<file path="src/rtl/fetch_sequencer.sv">
// Program-counter controller for a combinational-read instruction memory.
// It walks one of three resident program images and redirects on branch or
// jump. It stops on a halt opcode or on a fetch beyond the populated memory,
// and counts every instruction handed to the datapath.
module fetch_sequencer #(
    parameter logic [9:0] PROG0_BASE  = 10'd0,
    parameter logic [9:0] PROG1_BASE  = 10'd11,
    parameter logic [9:0] PROG2_BASE  = 10'd23,
    parameter logic [9:0] MAX_ADDR    = 10'd80,
    parameter logic [5:0] JUMP_OPCODE = 6'b010000,
    parameter logic [5:0] HALT_OPCODE = 6'b111111
) (
    input  logic        clock,
    input  logic        reset_n,
    input  logic        start,
    input  logic [1:0]  program_sel,
    input  logic        abort,
    input  logic        stall,
    input  logic        branch_taken,
    input  logic [9:0]  branch_target,
    input  logic [31:0] instrucao,
    output logic [9:0]  address,
    output logic        instr_valid,
    output logic        busy,
    output logic        halted,
    output logic        fault,
    output logic [15:0] retired
);

    typedef enum logic [1:0] {
        IDLE  = 2'd0,
        RUN   = 2'd1,
        HALT  = 2'd2,
        FAULT = 2'd3
    } state_t;

    state_t state;

    logic [5:0]  opcode;
    logic        is_halt;
    logic        is_jump;
    logic [10:0] seq_addr;
    logic [10:0] next_addr;
    logic        out_of_range;
    logic        unused_bits;

    // Program image start address; code 3 falls back to program 0.
    function automatic logic [9:0] base_for(input logic [1:0] sel);
        case (sel)
            2'd1:    return PROG1_BASE;
            2'd2:    return PROG2_BASE;
            default: return PROG0_BASE;
        endcase
    endfunction

    // Retired counter increment that sticks at all-ones.
    function automatic logic [15:0] sat_inc(input logic [15:0] value);
        return (value == 16'hFFFF) ? value : value + 16'd1;
    endfunction

    assign opcode      = instrucao[31:26];
    assign is_halt     = (opcode == HALT_OPCODE);
    assign is_jump     = (opcode == JUMP_OPCODE);
    assign unused_bits = ^instrucao[25:10];

    // Candidate next address, one bit wider so a +1 past 1023 is still seen as out of range.
    always_comb begin
        seq_addr = {1'b0, address} + 11'd1;
        if (branch_taken)
            next_addr = {1'b0, branch_target};
        else if (is_jump)
            next_addr = {1'b0, instrucao[9:0]};
        else
            next_addr = seq_addr;
        out_of_range = (next_addr > {1'b0, MAX_ADDR});
    end

    // Flags are pure decodes of the state register; only stall reaches instr_valid directly.
    assign instr_valid = (state == RUN) && !stall;
    assign busy        = (state == RUN);
    assign halted      = (state == HALT);
    assign fault       = (state == FAULT);

    // Sequencer: abort first, then per-state handling of start and the RUN redirect rules.
    always_ff @(posedge clock or negedge reset_n) begin
        if (!reset_n) begin
            state   <= IDLE;
            address <= '0;
            retired <= '0;
        end else if (abort) begin
            // An instruction presented in the aborting cycle was still consumed.
            state   <= IDLE;
            address <= '0;
            if (instr_valid)
                retired <= sat_inc(retired);
        end else begin
            case (state)
                RUN: begin
                    if (!stall) begin
                        retired <= sat_inc(retired);
                        if (is_halt) begin
                            state <= HALT;
                        end else if (out_of_range) begin
                            state   <= FAULT;
                            address <= next_addr[9:0];
                        end else begin
                            address <= next_addr[9:0];
                        end
                    end
                end
                default: begin
                    if (start) begin
                        state   <= RUN;
                        address <= base_for(program_sel);
                        retired <= '0;
                    end
                end
            endcase
        end
    end

endmodule

</file>
<file path="config.mk">
export PLATFORM = sky130hd
export DESIGN_NAME = fetch_sequencer
export DESIGN_NICKNAME = d
export VERILOG_FILES = /design/src/rtl/fetch_sequencer.sv
export SDC_FILE = /design/constraint.sdc
export NUM_CORES = 1
export LEC_CHECK = 0
export ABC_CLOCK_PERIOD_IN_PS = 2400
export BUFFER_PORTS_ARGS = -buffer_cell sky130_fd_sc_hd__buf_2
export CAP_MARGIN = 25
export CORE_ASPECT_RATIO = 0.5
export CORE_MARGIN = 2
export CORE_UTILIZATION = 44
export DETAILED_ROUTE_END_ITERATION = 12
export PLACE_DENSITY = 0.74
export SYNTH_ARGS = -nofsm -noshare
export SYNTH_HDL_FRONTEND = slang
export SYNTH_SLANG_ARGS = --single-unit
</file>
<file path="constraint.sdc">
create_clock -name clock -period 2.4 [get_ports clock]
set_input_delay 0.12 -clock clock [delete_from_list [all_inputs] [get_ports clock]]
set_output_delay 0.12 -clock clock [all_outputs]
set_load 0.01 [all_outputs]
</file>
# Yosys cells after proc, flatten, opt, wreduce, memory -nomap -nowiden

Index checks and enable logic that the tools add are counted.

Output and inout bits: 30
Register bits: 28
Word-level logic and storage cells: 44

Muxes and demuxes: 20
Reduce and logical (&&, ||, !) cells: 6
Add/subtract/negate cells: 2
Order comparisons: 1
Eq/ne operators: 12

Operators with widths:

| operator              | number |
|---|---|
| $mux 16               | 6 |
| $mux 10               | 5 |
| $mux 11               | 2 |
| $add 16x1->16 const B | 1 |
| $eq 16x16->1 const B  | 1 |
| $mux 2                | 6 |
| $add 10x1->11 const B | 1 |
| $gt 11x7->1 const B   | 1 |
| $pmux 5 s2            | 1 |
| $reduce_and 3->1      | 3 |
| $eq 2x2->1 const B    | 3 |
| $eq 6x5->1 const B    | 1 |
| $eq 6x6->1 const B    | 1 |
| $ne 3x3->1 const B    | 2 |
| $eq 2x1->1 const B    | 2 |
| $ne 4x2->1 const B    | 1 |
| $reduce_bool 3->1     | 1 |
| $ne 2x1->1 const B    | 1 |
| $logic_and 1x1->1     | 1 |
| $logic_not 1->1       | 1 |

# Logic depth before layout (Yosys ltp)

Word-level depth: 9
Depth in mapped cells: 8

# Worst setup path before layout

OpenSTA, ideal clock, no wires.

Path type: reg-to-reg
Start point: register address[2]
End point: register state[0]
Data arrival time: 2146 ps
Setup slack: 126 ps
Clock period less this slack: 2274 ps
Setup time: 127 ps
Stages on the path, launching flop included: 9
Cell sequence: dfrtp_1 -> buf_4 -> nand4_4 -> or4_1 -> a311oi_2 -> nor4_1 -> a41oi_1 -> nand2_1 -> mux2_1

Longest elaborated chain between the ends: 6

RTL lines:

| element                           | line | source |
|---|---|---|
| start: declaration                | 22   | `output logic [9:0] address,` |
| start signal: assignment          | 105  | `address <= next_addr[9:0];` |
| start signal: assignment          | 107  | `address <= next_addr[9:0];` |
| start signal: assignment          | 114  | `address <= base_for(program_sel);` |
| $add 10x1->11                     | 68   | `seq_addr = {1'b0, address} + 11'd1;` |
| $mux 11                           | 71   | `else if (is_jump)` |
| $mux 11                           | 69   | `if (branch_taken)` |
| $gt 11x7->1                       | 75   | `out_of_range = (next_addr > {1'b0, MAX_ADDR});` |
| $ne 4x2->1 (no source line)       | --   |  |
| $reduce_and 3->1 (no source line) | --   |  |
| end signal: assignment            | 87   | `state <= IDLE;` |
| end signal: assignment            | 92   | `state <= IDLE;` |
| end signal: assignment            | 102  | `state <= HALT;` |
| end: declaration                  | 37   | `state_t state;` |

No other way between the ends.
A chain may end at the register's enable or synchronous reset.

# Worst setup path in the final report

Start point: register address[3]
End point: register state[1]

The elaborated chain is that of the path after synthesis.

==> results.toml <==
[power]
ir_worst_vdd_mv = 0.288
p_leak_nw = 1.16
powerDensity_nw_per_um2 = 561

[sta]
finalSetupViolCount = 0
rsz0062_at_grt = "false"
fin_tns_setup_ns = 0
fmax_ghz = 0.429
clock_skew_ns = 0.00248
tightest_slew_ns = 0.637
maxSlewViolCount = 0
hold_viol_final = 0
relSlewSlack_pct = 57.5
min_period_over_period_pct = 97.1
fin_crit_ns = 2.33

[synthesis]
dominantRegCellSynth = "dfrtp_1"
synthTopCellsByArea = "dfrtp_1, nor2_1, nand2_1"
netlist-cell-type-count = 51
syn_inst = 233
synth.largest_area_cell = "dfrtp_1"
synth-seq-cells = 28
synth_xor_area_share_pct = 5.34
synth_warnings = 0
synth-edff-count = 0
synth-simple-area-share_pct = 29.5
synth_area_um2 = 1970
syn-num-nets = 288
synthArstFlopShare_pct = 100
yosysSeqAreaShare_pct = 35.6
synth_compound_area_share_pct = 18.4
synth_top_area_share_pct = 35.6
muxShareOfSynthArea_pct = 3.18
avgSynthCellArea_um2 = 8.45
synth_top_family_by_area = "simple AND/OR/NAND/NOR gates"
synthAdderAreaFrac_pct = 3.18

[global_routing]
globalRouteTotalUtil_pct = 19.8
grt-ovfl-total = 0
grt_antenna_before_repair = 0
grt_first_pass_wirelength_um = 8230
grt_max_degree = 29
grt_pass1_vias = 1899

[finish]
fillers = 411
antenna-diode-count = 0
fin_util_pct = 55.4
final_common_cell = "buf_2"
drive_gt1_share_pct = 28.2
syn_to_final_growth_pct = 22.7
final_cell_mix = "buf_2, dfrtp_1, nor2_1"
nets = 358
regArea_um2 = 701
multi_input_area_um2 = 1170

[floorplanning]
rows = 17
core_area_um2 = 4360
die_x_um = 98.6
floorplan.die.height_um = 51.3
start_util_pct = 45.2
io_pins = 80
die-area_um2 = 5060

[drt]
drt-initial-drc-count = 50
vias = 1996
drcViolationCount = 0
via_per_inst = 5.58
drt_first_pass_iters = 4
routed_wl_um = 4910
drtAntennaViolNets = 0
routedWlPerCell_um = 13.7

[cts]
htreeDepth = 1
cts_buffer_depth = 2
cts_tree = "done"
cts-root-buf = "clkbuf_8"
cts.sinks = 28
clkLatencyLatePin_ns = 0.27
numCtsBuffers = 3
cts_resized = 0
cts.clk_slew.worst_paths_ns = 0.09

[worst_setup_path]
r2r-start = "address[3]"
reg2reg_slack_ns = 0.07
crit_type = "reg -> reg"
required_ns = 2.56
cp-startpoint = "address[3]"
start_kind = "register"
rr_worst_depth = 7
cp.arrival_ns = 2.49
cp_max_fo = 7
critPathCaptureType = "register"
crit_end = "state[1]"
r2r-end = "state[1]"

[placed_design]
portBuffers = 63
place.gp.congestion = 0.879
hpwl_um = 3820

[run]
max-cap-violations = 0

[hold_path]
min_path_type = "in -> reg"

[outcome]
outcome = "completed"
[through the flow]
step / worst slack [ns] / total power, mW / area (um^2) / instances / hold WS, ns
floorplan: 0.126 / 0.920 / 1970 / 233 / -0.176
global placement: 0.0515 / 1.10 / 2370 / 354 / 0.164
detailed placement: -0.0290 / 1.12 / 2370 / 354 / 0.186
CTS: 0.0824 / 1.37 / 2420 / 358 / 0.149
global route: 0.0143 / 1.46 / 2420 / 358 / 0.177
finish: 0.0705 / 1.36 / 2420 / 358 / 0.151
[layer usage]
| metal | global-route usage, % | wire [um] |
|---|---|---|
| met1 | 25.5 | 2320 |
| met2 | 35.3 | 2330 |
| met3 | 3.56 | 214 |
| met4 | 4.34 | 42 |
| met5 | 0 | 0 |
[final cells by class]
class | count | area share, %
clock buffers | 3 | 1.71
inverters | 8 | 1.24
multi-input cells | 188 | 48.6
flip-flops and latches | 28 | 29.0
well taps | 57 | 2.95
repair buffers | 74 | 16.6
[timing repair]
| action | 4_1_cts | 5_1_grt |
|---|---|---|
| hold endpoints to repair | 28 | 0 |
| setup buffers | 0 | 0 |
| setup endpoints to repair | 0 | 2 |
| hold buffers | 1 | 0 |
[cell usage after synthesis (all sizes together) (3+ instances only)]
cell,n
a21oi,11
nor2,26
nand3,14
a31oi,5
o31ai,4
and3,3
nor2b,4
mux2i,4
nor4,6
a21o,4
inv,8
buf,7
nand2,25
dfrtp,28
nor3,10
a211oi,3
a311oi,6
xor2,10
o21ai,12
or4,3
nand2b,3
ha,5
nand4,7
[state kept, by name, summed over array words and instances, names as in the netlist]
signal,flops
address,10
state,2
retired,16
[cells by family (layout without fill, tap and decap cells)]
group / after synthesis / after routing
fa+ha+maj: 5 / 5
flops: 28 / 28
simple gates: 112 / 112
xor+xnor: 12 / 12
buf+inv: 17 / 85
compound gates: 53 / 53
mux: 6 / 6
[report_power, final]
| part | switching (mW) | leakage (nW) | total [mW] | internal [mW] |
|---|---|---|---|---|
| Sequential | 0.0668 | 0.381 | 0.596 | 0.529 |
| Combinational | 0.291 | 0.758 | 0.510 | 0.219 |
| Clock | 0.139 | 0.0216 | 0.252 | 0.113 |
[critical path, stage by stage, from the launching register on]
cell and delay, ns:
dfrtp_1 0.41, nand4_4 0.15, or4_1 0.52, a311oi_1 0.41
nor2_1 0.10, a41oi_1 0.21, nand2_1 0.10, mux2_1 0.32
[worst min path at each step]
| stage | slack [ns] | startpoint | end | cells past startpoint |
|---|---|---|---|---|
| 3_3_place_gp | 0.16 | reset_n | retired[0] | 1 |
| 3_5_place_dp | 0.19 | reset_n | retired[10] | 1 |
| 2_1_floorplan | -0.18 | reset_n | address[0] | 0 |
| 6_report | 0.15 | branch_target[7] | address[7] | 3 |
| 4_1_cts | 0.15 | branch_target[7] | address[7] | 3 |
| 5_1_grt | 0.18 | stall | retired[4] | 3 |
(Power assumes the default switching activity.)
